[src/rtl/rs_pkg.sv]
// Shared sizing, field polynomial and generator coefficients for the KP4 RS(544,514) encoder.
// Pure constants and elaboration-time helpers; no clocked logic and no latency.
// No handshake of its own; consumers apply their own flow control.
package rs_pkg;

    localparam int SYM_W   = 10;
    localparam int RS_N    = 544;
    localparam int RS_K    = 514;
    localparam int RS_NPAR = 30;
    localparam int CNT_W   = $clog2(RS_N);

    // x^10 + x^3 + 1
    localparam logic [SYM_W:0] PRIM_POLY = 11'h409;

    // Symbol-counter positions of the final message symbol and the final parity symbol
    localparam logic [CNT_W-1:0] CNT_LAST_DATA = CNT_W'(RS_K - 1);
    localparam logic [CNT_W-1:0] CNT_LAST      = CNT_W'(RS_N - 1);

    typedef logic [SYM_W-1:0] sym_t;
    typedef logic [RS_NPAR-1:0][SYM_W-1:0] gen_t;

    // Shift-and-add multiply in GF(2^10), reducing by the primitive polynomial each step
    function automatic sym_t gf_mul_f(input sym_t a, input sym_t b);
        sym_t acc;
        sym_t aa;
        acc = '0;
        aa  = a;
        for (int i = 0; i < SYM_W; i++) begin
            if (b[i]) acc = acc ^ aa;
            aa = {aa[SYM_W-2:0], 1'b0} ^ (aa[SYM_W-1] ? PRIM_POLY[SYM_W-1:0] : '0);
        end
        return acc;
    endfunction

    // Expand g(x) = prod_{i=0..29} (x - alpha^i); the monic x^30 term is implied
    function automatic gen_t calc_gen();
        logic [RS_NPAR:0][SYM_W-1:0] g;
        sym_t root;
        gen_t res;
        g    = '0;
        g[0] = sym_t'(1);
        root = sym_t'(1);
        for (int i = 0; i < RS_NPAR; i++) begin
            for (int j = RS_NPAR; j > 0; j--) begin
                g[j] = g[j-1] ^ gf_mul_f(root, g[j]);
            end
            g[0] = gf_mul_f(root, g[0]);
            root = gf_mul_f(root, sym_t'(2));
        end
        for (int j = 0; j < RS_NPAR; j++) res[j] = g[j];
        return res;
    endfunction

    localparam gen_t GEN_COEF = calc_gen();

endpackage

[src/rtl/gf_mul.sv]
// GF(2^10) multiplier, general operands (used here with one constant operand per instance).
// Purely combinational, zero latency.
// No handshake; the result follows the inputs.
module gf_mul
    import rs_pkg::*;
(
    input  logic [SYM_W-1:0] a,
    input  logic [SYM_W-1:0] b,
    output logic [SYM_W-1:0] p
);

    // Product reduced modulo the primitive polynomial
    always_comb begin
        p = gf_mul_f(a, b);
    end

endmodule

[src/rtl/rs_enc_kp4.sv]
// Systematic RS(544,514) encoder: message symbols pass straight through, then 30 parity symbols follow.
// Zero latency in DATA (combinational pass-through); parity emitted immediately after symbol 513.
// Backpressure: m_ready stalls everything; in DATA s_ready mirrors m_ready, in PARITY s_ready is low.
module rs_enc_kp4
    import rs_pkg::*;
(
    input  logic             clk,
    input  logic             rst,
    input  logic             s_valid,
    output logic             s_ready,
    input  logic [SYM_W-1:0] s_data,
    input  logic             s_last,
    output logic             m_valid,
    input  logic             m_ready,
    output logic [SYM_W-1:0] m_data,
    output logic             m_parity,
    output logic             m_last,
    output logic             len_err
);

    typedef enum logic {
        ST_DATA,
        ST_PARITY
    } state_t;

    state_t                         state_q;
    state_t                         state_d;
    logic [CNT_W-1:0]               cnt_q;
    logic [RS_NPAR-1:0][SYM_W-1:0]  par_q;
    logic [RS_NPAR-1:0][SYM_W-1:0]  prod;
    logic [SYM_W-1:0]               fb;
    logic                           load_sym;
    logic                           shift_par;
    logic                           err_d;

    assign fb = s_data ^ par_q[RS_NPAR-1];

    // One constant-coefficient multiplier per generator tap
    for (genvar j = 0; j < RS_NPAR; j++) begin : g_tap
        gf_mul u_mul (
            .a (fb),
            .b (GEN_COEF[j]),
            .p (prod[j])
        );
    end

    // Next state, handshake and output muxing; s_last only feeds the framing check
    always_comb begin
        state_d   = state_q;
        s_ready   = m_ready;
        m_valid   = s_valid;
        m_data    = s_data;
        m_parity  = 1'b0;
        m_last    = 1'b0;
        load_sym  = 1'b0;
        shift_par = 1'b0;
        unique case (state_q)
            ST_DATA: begin
                if (s_valid && m_ready) begin
                    load_sym = 1'b1;
                    if (cnt_q == CNT_LAST_DATA) state_d = ST_PARITY;
                end
            end
            ST_PARITY: begin
                s_ready  = 1'b0;
                m_valid  = 1'b1;
                m_data   = par_q[RS_NPAR-1];
                m_parity = 1'b1;
                m_last   = (cnt_q == CNT_LAST);
                if (m_ready) begin
                    shift_par = 1'b1;
                    if (cnt_q == CNT_LAST) state_d = ST_DATA;
                end
            end
            default: state_d = ST_DATA;
        endcase
        err_d = load_sym && (s_last != (cnt_q == CNT_LAST_DATA));
    end

    // State, position counter, parity LFSR and the registered framing-error pulse
    always_ff @(posedge clk or posedge rst) begin
        if (rst) begin
            state_q <= ST_DATA;
            cnt_q   <= '0;
            par_q   <= '0;
            len_err <= 1'b0;
        end else begin
            state_q <= state_d;
            len_err <= err_d;
            if (load_sym) begin
                par_q[0] <= prod[0];
                for (int j = 1; j < RS_NPAR; j++) begin
                    par_q[j] <= par_q[j-1] ^ prod[j];
                end
                cnt_q <= cnt_q + 1'b1;
            end else if (shift_par) begin
                // Shifting zeros in leaves the register clear for the next codeword
                par_q <= {par_q[RS_NPAR-2:0], SYM_W'(0)};
                cnt_q <= (cnt_q == CNT_LAST) ? '0 : cnt_q + 1'b1;
            end
        end
    end

endmodule

[config.mk]
export PLATFORM = sky130hd
export DESIGN_NAME = rs_enc_kp4
export DESIGN_NICKNAME = d
export VERILOG_FILES = /design/src/rtl/rs_pkg.sv /design/src/rtl/gf_mul.sv /design/src/rtl/rs_enc_kp4.sv
export SDC_FILE = /design/constraint.sdc
export NUM_CORES = 1
export LEC_CHECK = 0
export ABC_AREA = 1
export CORE_ASPECT_RATIO = 1.1
export CORE_UTILIZATION = 65
export CTS_BUF_LIST = sky130_fd_sc_hd__clkbuf_4 sky130_fd_sc_hd__clkbuf_8
export CTS_CLUSTER_DIAMETER = 150
export DETAILED_ROUTE_END_ITERATION = 12
export PLACE_DENSITY = 0.82
export SYNTH_ARGS = -nofsm -noshare
export SYNTH_HDL_FRONTEND = slang
export SYNTH_SLANG_ARGS = --single-unit
[constraint.sdc]
create_clock -name clk -period 14.5 [get_ports clk]
set_input_delay 4.35 -clock clk [delete_from_list [all_inputs] [get_ports clk]]
set_output_delay 4.35 -clock clk [all_outputs]
set_load 0.02 [all_outputs]
==> results of run 1 <==
[Yosys cell counts, drive strengths merged]
library cell	number
o22ai	9
ha	2
nor2	70
a21oi	35
nand3b	5
a32o	1
nand4	43
inv	174
a21o	6
and2	1
o221ai	1
xnor2	72
a22oi	2
o21bai	2
a31o	8
nor3b	1
o21ai	296
clkbuf	56
nand2	1049
o211ai	3
buf	90
nor4	2
nand3	244
nor3	3
xor2	261
dfrtp	312
a31oi	2
or2	19
[layout make-up]
cell class	instances	area (um^2)	share of cell area (%)
multi-input combinational	2137	11360	51.75
sequential	312	7807	35.56
clock buffer	85	1076	4.900
inverter	174	675.6	3.077
tap	420	525.5	2.393
timing repair buffer	50	447.9	2.040
clock inverter	6	57.56	0.2621
antenna	2	5.005	0.02279
[flip-flops by register name, indices dropped and copies added (netlist names)]
name	cells
state_q	1
par_q	300
len_err	1
cnt_q	10
[worst paths after layout]
kind / startpoint / endpoint / slack, ns / cells past startpoint
max: m_ready / s_ready / 4.27 / 4
min: par_q[224] / par_q[224] / 0.50 / 2
max reg2reg: state_q / par_q[295] / 10.59 / 9
min reg2reg: par_q[224] / par_q[224] / 0.50 / 2
max in group asynchronous: rst / par_q[202] / 8.05 / 4
min in group asynchronous: rst / par_q[264] / 4.29 / 2
[critical path: stages]
cell and delay (ns):
clkdlybuf4s50_1 0.55, inv_1 0.05, nor2_1 0.25, clkdlybuf4s50_1 0.67
[through the flow]
stage / instance area [um^2] / util, % / setup WS (ns)
4_1_cts: 21950 / 70.12 / 4.266
5_1_grt: 21950 / 70.12 / 4.222
6_report: 21960 / 70.13 / 4.273
3_5_place_dp: 20820 / 66.50 / 4.276
2_1_floorplan: 20630 / - / 1.521
3_3_place_gp: 20820 / 66.50 / 4.292
[kinds of logic after synthesis]
logic type	synth area share, %
and+or+nand+nor	30.17
AOI/OAI and AO/OA	9.322
xor gates and xnor gates	15.39
buffers and inverters	7.145
DFF	37.85
adders and majority gates	0.1213
[layer usage]
layer / track usage, % / vias to the layer above / share of wire [%]
li1: - / 8744 / -
met1: 57.07 / 8998 / 37
met2: 65.34 / 1172 / 43
met3: 11.13 / 302 / 12
met4: 28.93 / 0 / 7.2
met5: 0 / - / 0
[report_power, final]
part	switching, W	internal (W)	leakage, nW
logic	0.00257	0.00108	6.02
registers	0.000340	0.00127	3.97
clock network	0.000373	0.000483	0.602
total	0.00328	0.00284	10.6
==> qor.yml, run 1 <==
gr-total-overflow: 0
dp_hpwl_um: 47410
numCtsBuffers: 53
finalNonFillerCells: 3186
period_share_pct: 70.53
hold_slack_ns: 0.4972
grt_pass1_vias: 17990
final_common_cell: "nand2_1"
die_h_um: 188.8
end_kind: "output port"
dp_cells: 3093
port_buffers: 29
fmax_mhz: 97.78
p_per_area_nw_per_um2: 278.9
drive_gt1_share_pct: 9.986
fillers: 2644
leakage_nw: 10.59
grt_pass1_wl_um: 105600
syn_area_per_cell_um2: 7.450
final_cell_mix: "966 x nand2_1, 312 x dfrtp_1, 249 x xor2_1"
antenna_found_initial: 0
period_needed_ns: 10.23
start_kind: "primary input"
cts_setup_buffers: 0
ctsResizeCount: 0
power.total_w: 0.006124
drt_iter0_markers: 2867
cts_max_level: 2
vias_per_cell: 6.031
first_pass_iters: 6
seq_area_frac_synth_pct: 37.85
grt_max_degree: 119
drc: 0
slew_viol_final: 0
cts_tree: "yes"
clk_latency_ns: 0.63
ys_types: 47
cp_max_fo: 3
status: "finished clean"
syn-cell-area_um2: 20630
rows: 68
worstPathArrival_ns: 5.88
core_area_um2: 31310
holdBufCountCts: 0
root_buffer: "clkbuf_8"
tightestPinTransition_ns: 1.081
syn_inst: 2769
peakVddDrop_mv: 0.1507
rsz0062_at_grt: "false"
areaGrowthSynthToFinish_pct: 6.441
nNetsFinal: 2745
ios: 30
syn-num-nets: 2786
path_clk_slew_ns: 0.06
start_util_pct: 65.89
yosysTopAreaCellShare_pct: 37.85
vias: 19220
die_area_um2: 32450
routabilityCongestion: 0.9993
routedWlPerCell_um: 22.08
required_ns: 10.15
grt_usage_pct: 44.12
cts_buffer_depth: 3
netlist_top_cells_area: "dfrtp_1 38%, nand2_1 18%, xor2_1 11%"
ys_warn_count: 0
critPathKind: "primary input to output port"
setup_viol: 0
slew-limit-headroom_pct: 27.94
drv_cap: 0
die_w_um: 171.9
clock-sinks: 312
wl_um: 70360
finalClockSkew_ns: 0.02367
hold_class: "register to register"
finalSetupTns_ns: 0
ys_seq_elements: 312
ant_nets: 0
hold_viol: 0
synth_top_cell_by_area: "dfrtp_1"
Power figures use the tool's default switching activity.
==> run 2, diff against run 1 <==
--- a/config.mk
+++ b/config.mk
@@ -7,11 +7,11 @@
 export LEC_CHECK = 0
 export ABC_AREA = 1
 export CORE_ASPECT_RATIO = 1.1
-export CORE_UTILIZATION = 65
+export CORE_UTILIZATION = 59
 export CTS_BUF_LIST = sky130_fd_sc_hd__clkbuf_4 sky130_fd_sc_hd__clkbuf_8
 export CTS_CLUSTER_DIAMETER = 150
 export DETAILED_ROUTE_END_ITERATION = 12
-export PLACE_DENSITY = 0.82
+export PLACE_DENSITY = 0.79
 export SYNTH_ARGS = -nofsm -noshare
 export SYNTH_HDL_FRONTEND = slang
 export SYNTH_SLANG_ARGS = --single-unit
==> constraint.sdc (replaced) <==
create_clock -name clk -period 8.45 [get_ports clk]
set_input_delay 2.535 -clock clk [delete_from_list [all_inputs] [get_ports clk]]
set_output_delay 2.535 -clock clk [all_outputs]
set_load 0.02 [all_outputs]
==> qor.yml, run 2 (synthesis gave the netlist of run 1 again) <==
worstPathArrival_ns: 4.09  # -1.79 ns
rows: 71  # +4.4%
holdBufCountCts: 0  # unchanged
rsz0062_at_grt: "false"
drive_gt1_share_pct: 10.34  # +0.36 points
slew_viol_final: 0  # unchanged
start_util_pct: 60.16  # -5.7 points
critPathKind: "primary input to output port"
r2r_cells: 11  # +2
cts_tree: "yes"
drc: 0  # unchanged
r2r-start: "par_q[294]"
regToRegSetupSlack_ns: 4.71  # -5.88 ns
cpLargestDelayFamily: "buffers and inverters"
fmax_mhz: 151.0
holdCritStartpoint: "par_q[53]"
first_pass_iters: 9  # +3
fillers: 2982  # +13%
drt_iter0_markers: 2814  # -1.8%
vias_per_cell: 5.985  # -0.76%
ctsResizeCount: 0  # unchanged
root_buffer: "clkbuf_8"
final_cell_mix: "966 x nand2_1, 312 x dfrtp_1, 249 x xor2_1"
cts_setup_buffers: 0  # unchanged
ios: 30  # unchanged
final_common_cell: "nand2_1"
wl_um: 68870  # -2.1%
cts_buffer_depth: 3  # unchanged
p_per_area_nw_per_um2: 478.6  # +72%
grt_usage_pct: 39.15  # -5.0 points
grt_max_degree: 260  # +120%
top_regs: "par_q (300), cnt_q (10)"
slowest_stage: "clkdlybuf4s50_1"
ant_nets: 0  # unchanged
diodes: 0  # -2
leakage_nw: 10.65  # +0.57%
drv_cap: 0  # unchanged
areaGrowthSynthToFinish_pct: 7.175
slew-limit-headroom_pct: 15.75  # -12 points
hold_slack_ns: 0.5013  # +0.004050 ns
period_needed_ns: 6.622
place_ws_ns: 1.835  # -2.441 ns
finalClockSkew_ns: 0.05564  # +0.03198 ns
tightestPinTransition_ns: 1.264  # +0.1830 ns
nNetsFinal: 2746  # +0.036%
finalSetupTns_ns: 0  # unchanged
grt_pass1_vias: 18070  # +0.49%
numCtsBuffers: 55  # +3.8%
clock-sinks: 312  # unchanged
slowest_delay_ns: 0.68  # about the same
holdPathEnd: "par_q[53]"
worst_slack_ns: 1.828  # -2.445 ns
crit_top_cell: "clkdlybuf4s50_1"
status: "finished clean"
routabilityCongestion: 1.026  # +2.7%
end_kind: "output port"
routedWlPerCell_um: 21.44  # -2.9%
port_buffers: 29  # unchanged
path_cells: "clkdlybuf4s50_1 -> inv_1 -> nor2_1 -> clkdlybuf4s50_1"
antenna_found_initial: 2  # +2
grt_pass1_wl_um: 105100  # -0.49%
required_ns: 5.92  # -4.23 ns
setup_viol: 0  # unchanged
vias: 19230  # +0.078%
reg2reg_to: "par_q[297]"
die_h_um: 198.1  # +4.9%
hold_viol: 0  # unchanged
cts_max_level: 2  # unchanged
cp_max_fo: 3  # unchanged
gr-total-overflow: 0  # unchanged
dp_hpwl_um: 46540  # -1.8%
largest_register_ffs: 300  # unchanged
die_area_um2: 35720  # +10%
hold_class: "register to register"
crit_buf_inv: 3  # unchanged
core_area_um2: 34290  # +9.5%
path_clk_slew_ns: 0.07  # about the same
peakVddDrop_mv: 0.2143  # +42%
hold_depth: 2  # unchanged
die_w_um: 180.3  # +4.9%
largest-register: "par_q"
period_share_pct: 78.37
clk_latency_ns: 0.70  # +0.07 ns
start_kind: "primary input"
## run 2: cell count changes in the layout (fill, tap and decap cells not counted), sizes merged
| cell | delta |
|---|---|
| clkinvlp | +2 |
| buf | -1 |
| clkbuf | +4 |
| clkinv | +6 |
| diode | -2 |
## run 2: per-stage QoR
stage / total power, W / util, % / instance area, um^2 / cells
final: 0.01058 / 64.48 / 22110 / 3213
after global routing: 0.01113 / 64.48 / 22110 / 3213
after CTS: 0.01030 / 64.48 / 22110 / 3213
after detailed placement: 0.008705 / 60.86 / 20870 / 3110
after global placement: 0.008525 / 60.86 / 20870 / 3110
after floorplan: 0.006970 / - / 20630 / 2769
## run 2: how the worst max path moves through the flow
| stage | cells after the start | from | to |
|---|---|---|---|
| after floorplan | 1 | rst | cnt_q[0] |
| after global placement | 4 | m_ready | s_ready |
| after detailed placement | 4 | m_ready | s_ready |
| after CTS | 4 | m_ready | s_ready |
| after global routing | 4 | m_ready | s_ready |
| final | 4 | m_ready | s_ready |
## run 2: metal layers
| layer | share of wire [%] | vias to the layer above | track usage, % |
|---|---|---|---|
| met2 | 42 | 1228 | 57.90 |
| met1 | 38 | 8938 | 49.92 |
| met4 | 7.4 | 2 | 27.57 |
| li1 | - | 8757 | - |
| met5 | 0.025 | - | 0 |
| met3 | 12 | 306 | 10.61 |
## run 2: area by class of cell
cell class	count	area, um^2	share of cell area (%)
clock buffer	89	1112	5.031
inverter	174	671.9	3.039
tap	438	548.0	2.479
clock inverter	14	128.9	0.5829
timing repair buffer	49	478.0	2.162
multi-input combinational	2137	11360	51.39
sequential	312	7807	35.31
## run 2: where the power goes
| part | internal, W | switching [W] |
|---|---|---|
| sequential | 0.00219 | 0.000594 |
| clock | 0.000871 | 0.000702 |
| combinational | 0.00185 | 0.00438 |
| total | 0.00491 | 0.00567 |
## run 2: worst min-delay path: cells and delay by family (launching register included)
| kind | cells | cell delay, ns |
|---|---|---|
| flip-flops | 1 | 0.36 |
| AND/OR/NAND/NOR | 2 | 0.12 |
==> RTL edit (settings of run 2) <==
`RS_N`: 544 -> 272.
--- a/src/rtl/rs_pkg.sv
+++ b/src/rtl/rs_pkg.sv
@@ -4,7 +4,7 @@
 package rs_pkg;
 
     localparam int SYM_W   = 10;
-    localparam int RS_N    = 544;
+    localparam int RS_N    = 272;
     localparam int RS_K    = 514;
     localparam int RS_NPAR = 30;
     localparam int CNT_W   = $clog2(RS_N);
Check against the original RTL: not equivalent (a bounded check fails within 4 cycles, from zero or initial values and one cycle with rst high).
==> RTL edit against run 2 <==
Sequential cell count fell by 1. Count of clock-buffer cells in the layout fell by 1. Setup slack improved by 90 ps. Power rose by 2.4%. Routed wire length rose by 5.1%. First-iteration DRC count fell by 7.4%. Clock skew fell by 32 ps. Synthesized area fell by 0.76%. Cell area fell by 0.85%. Critical endpoint unchanged.
==> RTL edit: results (changes against run 2) <==
status:
  status: "finished clean"
synthesis:
  postSynthAreaPerCell_um2: 7.33  # -1.6%
  asyncSetResetFlopFracSynth_pct: 100  # unchanged
  synth_sequential_area_ratio_pct: 38.0  # +0.17 points
  synth_nets: 2811  # +0.90%
  synth_cell_count_leaders: "sky130_fd_sc_hd__nand2_1, sky130_fd_sc_hd__dfrtp_1, sky130_fd_sc_hd__nand3_1"
  synth_cell_types: 48  # +2.1%
drt:
  detail_route.first_pass.iterations: 8  # -1
  dr.first_iter.drc_count: 2606  # -7.4%
  drt_wl_total_um: 72400  # +5.1%
  post_drt_wl_per_cell_um: 22.4  # +4.6%
  vias_per_cell: 5.97  # -0.21%
setup_path:
  timing.critical_path.fanout_max: 2  # -1
  cp_data_arrival_time_ps: 4000  # -90 ps
  r2r.worst_path.cells: 16  # +5
grt:
  gr-usage-all-layers_pct: 41.7  # +2.6 points
  antenna_found_initial: 0  # -2
  grt_first_pass_wirelength_um: 110000  # +4.3%
  first_global_vias: 18000  # -0.30%
layout:
  final_net_count: 2767  # +0.76%
  reg_top3: "par_q: 300 flops, cnt_q: 9 flops"
  layout-drive-gt1-share_pct: 8.82  # -1.5 points
timing:
  slew_headroom_pct: 23.7  # +8.0 points
  final.setup_skew_ps: 23.4  # -32.2 ps
placement:
  post-dp-hpwl_um: 49500  # +6.3%
  gp_routability_congestion: 0.984  # -4.1%
  instance_count_after_placement_with_tap_cells_included: 3132  # +0.71%
power_and_ir_drop:
  static-leakage-power_nw: 10.6  # -0.11%
  irDropWorstVdd_mv: 0.246  # +15%
clock_tree:
  cts.reportedPaths.clkPinSlew_ps: 50  # -20 ps
  post_cts.repair.setup_buffers: 0  # unchanged
  cts-buffers-inserted: 54  # -1.8%
  clk-insertion-delay-late_ps: 680  # -20 ps
hold_path:
  timing.hold.worst_path_depth: 2  # unchanged
## RTL edit: cell types whose count changed after synthesis, sizes merged, moves of 6 or more
cell           run 2  this run
a31o               8         2
buf               90        82
nand3            244       264
inv              174       153
nand2           1049      1113
o21bai             2         8
o21ai            296       290
or2               19         9
clkbuf            56        67
xor2             261       239
## RTL edit: cell type report
type	count	area, um^2
Clock buffer	88	1120
Inverter	153	588
Sequential cell	311	7780
Clock inverter	8	72.6
Multi-Input combinational cell	2181	11300
Timing Repair Buffer	49	490
Fill cell	2998	12300
Tap cell	438	548
## RTL edit: cells by family (layout without fill, tap and decap cells)
family          Yosys count  after routing  share of synthesized area (%)
buf+inv                 302            298                           6.76
compound gates          362            362                           9.29
simple gates           1508           1508                           31.4
flops                   311            311                           38.0
fa+ha+maj                 2              2                          0.122
xor+xnor                309            309                           14.4
## RTL edit: where the power goes
group	internal [mW]	leakage, nW	switching, mW
Clock	0.863	0.637	0.668
Combinational	1.89	6.02	4.66
Sequential	2.16	3.98	0.604
Total	4.91	10.6	5.93
## RTL edit: routing by layer
metal / routed length (um) / up-vias / GRT usage [%] / share of wire (%)
li1: - / 8842 / - / -
met1: 27800 / 9034 / 53.5 / 38
met2: 31400 / 1118 / 62.5 / 43
met3: 7650 / 287 / 9.35 / 11
met4: 5490 / 0 / 30.7 / 7.6
met5: 0 / - / 0 / 0
## RTL edit: final timing paths
kind / start / end / slack [ps]
worst min register to register: par_q[159] / par_q[159] / 500
worst max-delay path: m_ready / s_ready / 1920
max in group asynchronous: rst / cnt_q[8] / 5120
worst min-delay path: par_q[159] / par_q[159] / 500
worst max register to register: par_q[292] / par_q[294] / 4640
min in group asynchronous: rst / par_q[117] / 2410
## RTL edit: through the flow
stage               utilization [%]  power, mW  worst slack (ps)  hold WS (ps)  cell area [um^2]
finish                         64.1       10.8              1920           500             21900
global route                   64.1       11.5              1840           515             21900
detailed placement             60.6       9.06              1920           486             20700
floorplan                         -       7.08              1770           453             20500
CTS                            64.1       10.6              1910           502             21900
global placement               60.6       8.89              1890           474             20700
## RTL edit: worst max-delay path: stages
cell and delay (ps):
sky130_fd_sc_hd__clkdlybuf4s50_1 520, sky130_fd_sc_hd__inv_1 70, sky130_fd_sc_hd__nor2_1 210, sky130_fd_sc_hd__clkdlybuf4s50_1 650
